===== src/rtl/io_input_ctrl_pkg.sv =====
// Shared definitions for the IO input controller: FSM encoding, data width
// and the default debounce length.
package io_input_ctrl_pkg;
  localparam int DEBOUNCE_CYCLES_DEFAULT = 20;
  localparam int IO_DATA_W = 32;

  typedef enum logic [1:0] {
    ST_IDLE         = 2'd0,
    ST_WAIT_RELEASE = 2'd1,
    ST_WAIT_PRESS   = 2'd2,
    ST_DONE         = 2'd3
  } io_state_e;
endpackage


===== src/rtl/io_input_ctrl_debounce.sv =====
// Push-button front end: 2-flop synchronizer, counter debouncer and a
// registered rising-edge pulse on the debounced level.
module io_debounce
  import io_input_ctrl_pkg::*;
#(
  parameter int DEBOUNCE_CYCLES = DEBOUNCE_CYCLES_DEFAULT
) (
  input  logic clk,
  input  logic rst,
  input  logic btn_in,
  output logic level_out,
  output logic rise_pulse
);
  localparam int CNT_W = $clog2(DEBOUNCE_CYCLES + 1);
  localparam logic [CNT_W-1:0] CNT_LAST = CNT_W'(DEBOUNCE_CYCLES - 1);

  logic             sync1_q, sync2_q;
  logic             stable_q, stable_d;
  logic             rise_q, rise_d;
  logic [CNT_W-1:0] cnt_q, cnt_d;

  // The counter only runs while the synchronized input disagrees with the
  // accepted level; the final disagreeing cycle flips the level.
  always_comb begin
    stable_d = stable_q;
    cnt_d    = '0;
    if (sync2_q != stable_q) begin
      if (cnt_q == CNT_LAST) begin
        stable_d = sync2_q;
      end else begin
        cnt_d = cnt_q + 1'b1;
      end
    end
    rise_d = stable_d & ~stable_q;
  end

  always_ff @(posedge clk or posedge rst) begin
    if (rst) begin
      sync1_q  <= 1'b0;
      sync2_q  <= 1'b0;
      stable_q <= 1'b0;
      cnt_q    <= '0;
      rise_q   <= 1'b0;
    end else begin
      sync1_q  <= btn_in;
      sync2_q  <= sync1_q;
      stable_q <= stable_d;
      cnt_q    <= cnt_d;
      rise_q   <= rise_d;
    end
  end

  assign level_out  = stable_q;
  assign rise_pulse = rise_q;
endmodule


===== src/rtl/io_input_ctrl.sv =====
// Switch-read controller: stalls the pipeline on an IO-input load and
// captures the switch bank on a fresh, debounced enter press.
module io_input_ctrl
  import io_input_ctrl_pkg::*;
#(
  parameter int DEBOUNCE_CYCLES = DEBOUNCE_CYCLES_DEFAULT,
  parameter int SW_WIDTH        = 16
) (
  input  logic                 clk,
  input  logic                 rst,
  input  logic                 enter_btn,
  input  logic [SW_WIDTH-1:0]  sw_in,
  input  logic                 io_read_req,
  output logic                 stall_req_io,
  output logic                 enter_pulse,
  output logic [IO_DATA_W-1:0] io_rdata,
  output logic                 io_valid,
  output io_state_e            dbg_state,
  output logic                 dbg_level
);
  // Handshake: io_read_req is a level held until satisfied; io_valid is a
  // one-cycle strobe with io_rdata, and stall_req_io drops in that cycle.

  logic                 btn_level;
  logic [IO_DATA_W-1:0] rdata_q, rdata_d;
  logic                 valid_q, valid_d;
  io_state_e            state_q, state_d;

  io_debounce #(
    .DEBOUNCE_CYCLES(DEBOUNCE_CYCLES)
  ) u_debounce (
    .clk       (clk),
    .rst       (rst),
    .btn_in    (enter_btn),
    .level_out (btn_level),
    .rise_pulse(enter_pulse)
  );

  always_comb begin
    state_d = state_q;
    rdata_d = rdata_q;
    case (state_q)
      ST_IDLE: begin
        if (io_read_req) state_d = btn_level ? ST_WAIT_RELEASE : ST_WAIT_PRESS;
      end
      ST_WAIT_RELEASE: begin
        if (!io_read_req)    state_d = ST_IDLE;
        else if (!btn_level) state_d = ST_WAIT_PRESS;
      end
      ST_WAIT_PRESS: begin
        if (!io_read_req) begin
          state_d = ST_IDLE;
        end else if (enter_pulse) begin
          state_d = ST_DONE;
          rdata_d = IO_DATA_W'(sw_in);
        end
      end
      default: state_d = ST_IDLE;
    endcase
    valid_d = (state_d == ST_DONE);
  end

  always_ff @(posedge clk or posedge rst) begin
    if (rst) begin
      state_q <= ST_IDLE;
      rdata_q <= '0;
      valid_q <= 1'b0;
    end else begin
      state_q <= state_d;
      rdata_q <= rdata_d;
      valid_q <= valid_d;
    end
  end

  assign stall_req_io = ((state_q == ST_IDLE) && io_read_req) ||
                        (state_q == ST_WAIT_RELEASE) || (state_q == ST_WAIT_PRESS);
  assign io_rdata     = rdata_q;
  assign io_valid     = valid_q;
  assign dbg_state    = state_q;
  assign dbg_level    = btn_level;
endmodule


===== config.mk =====
export PLATFORM = sky130hd
export DESIGN_NAME = io_input_ctrl
export DESIGN_NICKNAME = d
export VERILOG_FILES = /design/src/rtl/io_input_ctrl_pkg.sv /design/src/rtl/io_input_ctrl_debounce.sv /design/src/rtl/io_input_ctrl.sv
export SDC_FILE = /design/constraint.sdc
export NUM_CORES = 1
export LEC_CHECK = 0
export BUFFER_PORTS_ARGS = -buffer_cell sky130_fd_sc_hd__buf_2
export CORE_MARGIN = 8
export CORE_UTILIZATION = 45
export DETAILED_ROUTE_END_ITERATION = 6
export PLACE_DENSITY = 0.77
export SLEW_MARGIN = 10
export SYNTH_ARGS = -nofsm -noshare
export SYNTH_HDL_FRONTEND = slang
export SYNTH_SLANG_ARGS = --single-unit

===== constraint.sdc =====
create_clock -name clk -period 1.45 [get_ports clk]
set_input_delay 0.145 -clock clk [delete_from_list [all_inputs] [get_ports clk]]
set_output_delay 0.145 -clock clk [all_outputs]
set_load 0.1 [all_outputs]

Yosys cells after proc, flatten, opt, wreduce, memory -nomap -nowiden
Index checks and enable logic that the tools add are counted. W data, S select, Z words.

Register bits after elaboration: 28. Logic and storage cells: 32.

$add $sub $neg: 1. Equal/unequal tests: 5. Muxes and demuxes: 11. Bitwise logic cells: 2. Reduce and logical (&&, ||, !) cells: 5.

Operators by type and width (count): $mux W2 (6); $mux W5 (2); $pmux W2 S3 (1); $add A5 B1 Y5 const B (1); $eq A5 B5 Y1 const B (1); $eq A2 B2 Y1 const B (2); $reduce_and A3 Y1 (1); $eq A2 B1 Y1 const B (1); $logic_not A2 Y1 (1); $logic_or A1 B1 Y1 (2); $mux W1 (2); $and A1 B1 Y1 (1); $logic_and A1 B1 Y1 (1); $ne A1 B1 Y1 (1); $not A1 Y1 (1).

Depth between registers and ports, before layout
Depth in word-level cells: 4. Depth in mapped cells: 4. Depth with buffers taken out: 4.

Modules after synthesis
A second synthesis with hierarchy kept.

Cells, all modules: 93. Area, all modules: 1287.5 µm².

Modules (own cells, without submodules): io_input_ctrl (instances 1, cells each 63, area an instance 897.1 µm², sequential area each 475.5 µm²); io_debounce (instances 1, cells each 30, area an instance 390.4 µm², sequential area each 225.2 µm²).

Worst setup path before layout
Ideal clock, no wire load.

Path kind: register to output. Start: register state_q[1], in the netlist dbg_state[1]. End: output port stall_req_io. Arrival time: 2653 ps. Required time: 1305 ps. Setup slack: -1348 ps. Cell stages (with the launch flop): 3. Path buffers: 0. Cells stage by stage: dfrtp_1 nor3_1 a21oi_1.

Word-level cells in the longest chain between the ends: 4. Elaborated cells between the ends (all ways): 6. Classes of those cells: eq/ne (2); reduce/logical (4).

RTL lines: start: declaration (line io_input_ctrl.sv:27) `io_state_e state_q, state_d;`; start signal: assignment (line io_input_ctrl.sv:69) `state_q <= state_d;`; $logic_not A2 Y1 (line io_input_ctrl.sv:75) `assign stall_req_io = ((state_q == ST_IDLE) && io_read_req) ||`; $logic_and A1 B1 Y1 (line io_input_ctrl.sv:75); $logic_or A1 B1 Y1 (line io_input_ctrl.sv:75); $logic_or A1 B1 Y1 (*) (line io_input_ctrl.sv:76) `(state_q == ST_WAIT_RELEASE) || (state_q == ST_WAIT_PRESS);`; end: declaration (line io_input_ctrl.sv:14) `output logic stall_req_io,`.

Mark *: on every way between the ends. The rest lies on a longest branch, timed or not.

Worst setup path in the final report
Same ends and word-level chain as after synthesis.

==> summary.md <==
| Metric | Value |
|---|---|
| Clk slew on worst S/H paths | `150 ps` |
| Dpl cell area | `1520 um2` |
| Post-synth EDFFs | `0` |
| Max Root-Sink Buffers | `2` |
| Gate power share | `18.4%` |
| WHS Path Cells | `2` |
| Final Hold Vio Count | `0` |
| Largest net degree at the start of global routing | `18` |
| CTS buffer count | `3` |
| Remaining global-route overflow | `0` |
| Switching pwr | `477 uW` |
| Sequential element share of the synthesized area | `55.3%` |
| # DRC | `0` |
| Util after Layout | `62.0%` |
| Power Total | `1600 uW` |
| # fillers | `220` |
| Final Critical Period | `1450 ps` |
| Antenna viol nets, final | `0` |
| Ant diodes | `0` |
| Setup WS post-layout | `-1.53 ps` |
| Worst-skew pair later-pin latency | `320 ps` |
| Main flop type after synthesis | `dfrtp_1` |
| First-pass GRT wire length | `4.21 mm` |
| MaxCap Viol Count | `0` |
| CTS tree | `done` |
| Worst Reg-to-Reg Cells | `4` |
| Setup CP Type | `reg -> out` |
| Nets@finish | `167` |
| IO Count | `58` |
| Post-synth top cells | `dfrtp_1 (28), buf_4 (16), mux2_4 (9), mux2_2 (8)` |
| IO Port Bufs | `41` |
| Area contributors post-synth | `dfrtp_1 (55%), mux2_4 (11%), buf_4 (9.5%)` |
| Maximum VDD drop | `0.000592 V` |
| WL final | `2.64 mm` |
| Routed length per instance | `15.0 um` |
| Cell area after synthesis | `1270 um2` |
| Share of cells above drive strength 1 | `53.8%` |
| FF+latch count, synth | `28` |
| Slew HR | `66.2%` |
| Vias per cell | `4.78` |
| R2r startpoint | `dbg_state[1]` |
| Placed instance count | `167` |
| Layout area overhead | `32.5%` |
| Die width | `69.1 um` |
| Area of the multi-input gates | `508 um2` |
| Sw frac | `29.8%` |
| Rows | `19` |
| Hold endpoint | `io_rdata[10]` |
| Pwr per Cell Area | `953 nW/um2` |
| Reg area | `713 um2` |
| Most frequent cell after synthesis | `dfrtp_1` |
| Die area | `4770 um2` |
| Reg2Reg Setup Slack | `10 ps` |
| Power share of the clock group | `31.4%` |
| DRT iter0 DRCs | `13` |
| Initial core utilization | `46.8%` |
| Final Max Slew Viols | `0` |
| Clock sink count | `28` |
| Synthesis Warnings | `0` |
| Worst Clk Skew | `4.56 ps` |
| CP Launch Type | `flip-flop` |
| Period utilization | `100%` |
| Slew at the pin closest to its max-slew limit | `507 ps` |
| Yosys top cell by area | `dfrtp_1` |
| H-tree levels | `1` |
| Die height | `69.1 um` |
| Initial antenna violation count | `0` |
| Asr flop ratio synth | `100%` |
| Reg2Reg Capture Point | `io_rdata[14]` |
| CORE AREA | `2710 um2` |
| Worst path required time | `1310 ps` |
| Status | `complete, but fails checks` |
| FMAX | `0.689 GHz` |
| Worst path arrival time | `1310 ps` |
| Hold Startpoint | `sw_in[10]` |
| Top-area cell type share of the netlist area | `55.3%` |
| Crit Path Max Fanout | `4` |
| Non-Filler Instances | `176` |
| Violated checks | `negative setup slack` |
| HP Class | `in -> reg` |
| Final instance area | `1680 um2` |
| DRT Pass-1 Iters | `4` |
| Setup WS pre-CTS | `95.4 ps` |
| Internal | `1120 uW` |
| GPL Wtd Cong | `0.800` |
| RSZ-0062 raised after global routing | `yes` |
| Root buffer cell | `clkbuf_4` |
| Netlist cell types | `27` |
| # setup viols final | `1` |
| Synthesized instance count | `93` |
| Syn Area/Cell | `13.6 um2` |
| Total GRT Usage | `10.1%` |
| CP endpoint kind | `output port` |
| Vias post-DR | `841` |
| Vias in the first global route | `989` |
| Static Leak | `0.000968 uW` |
| Sequential Power Share | `50.2%` |
-- layer usage --
| layer | vias up | GRT usage (%) | share of wire, % |
|---|---|---|---|
| met2 | 44 | 17.7 | 50 |
| met5 | - | 0 | 0 |
| met3 | 2 | 5.15 | 10 |
| met4 | 0 | 2.51 | 0.49 |
| met1 | 415 | 10.4 | 40 |
| li1 | 380 | - | - |
-- how the worst max path moves through the flow --
stage / from / end / cells past startpoint
6_report: dbg_state[1] / stall_req_io / 3
5_1_grt: dbg_state[1] / stall_req_io / 3
4_1_cts: dbg_state[1] / stall_req_io / 3
3_5_place_dp: u_debounce.cnt_q[0] / u_debounce.level_out / 3
3_3_place_gp: u_debounce.cnt_q[0] / u_debounce.level_out / 3
2_1_floorplan: dbg_state[0] / io_rdata[10] / 3
-- critical path, cell delays in order, from the launching register on --
cell	delay, ps
dfrtp_4	540
nor3_4	220
a21oi_4	50
buf_12	160
-- sequential cells by signal, indices dropped and copies added (netlist names) --
signal                 flops
io_valid                   1
u_debounce.sync1_q         1
u_debounce.sync2_q         1
u_debounce.level_out       1
dbg_state                  2
io_rdata                  16
u_debounce.rise_pulse      1
u_debounce.cnt_q           5
-- placed cells by master, fill, tap and decap left out, types with 3 or more instances in the layout --
| master | n |
|---|---|
| mux2_2 | 8 |
| inv_1 | 3 |
| conb_1 | 16 |
| clkbuf_4 | 4 |
| buf_4 | 3 |
| nand2b_1 | 3 |
| dfrtp_1 | 24 |
| dfrtp_4 | 3 |
| buf_12 | 3 |
| mux2_4 | 9 |
| buf_2 | 39 |
-- power by group through the flow --
| stage | registers, uW | clock network (uW) | logic [uW] |
|---|---|---|---|
| 2_1_floorplan | 827 | 0 | 255 |
| 5_1_grt | 805 | 540 | 309 |
| 3_5_place_dp | 819 | 0 | 279 |
| 6_report | 803 | 502 | 295 |
| 3_3_place_gp | 817 | 0 | 273 |
| 4_1_cts | 803 | 514 | 295 |
-- per-stage QoR --
stage	setup TNS (ps)	hold slack, ps
floorplan	-621	176
global placement	0	178
detailed placement	0	204
CTS	-10.7	30.4
global route	-257	26.7
finish	-1.53	39.1
-- repair_timing --
item / 4_1_cts / 5_1_grt
hold buffers: 2 / 0
endpoints found under the hold margin: 12 / 0
setup buffers: 1 / 0
gates resized for setup: 6 / 2
endpoints found under the setup margin: 1 / 8
gates cloned: 0 / 2
-- cell families after synthesis --
group / count (synthesis) / share of synthesized area [%]
multiplexers: 17 / 17.8
buffers and inverters: 20 / 11.3
adder cells (fa/ha/maj): 1 / 0.987
AO/OA/AOI/OAI: 6 / 2.76
XOR/XNOR: 2 / 1.38
other: 1 / 0.296
flip-flops: 28 / 55.3
AND/OR/NAND/NOR: 18 / 10.3
-- final cells by class --
class / instances / share of cell area (%)
clock inverters: 1 / 1.79
flip-flops and latches: 28 / 42.5
inverters: 3 / 0.671
repair buffers: 50 / 21.2
multi-input cells: 60 / 30.3
clock buffers: 3 / 1.34
well taps: 31 / 2.31
No activity file was read; power rests on OpenSTA's default activity.
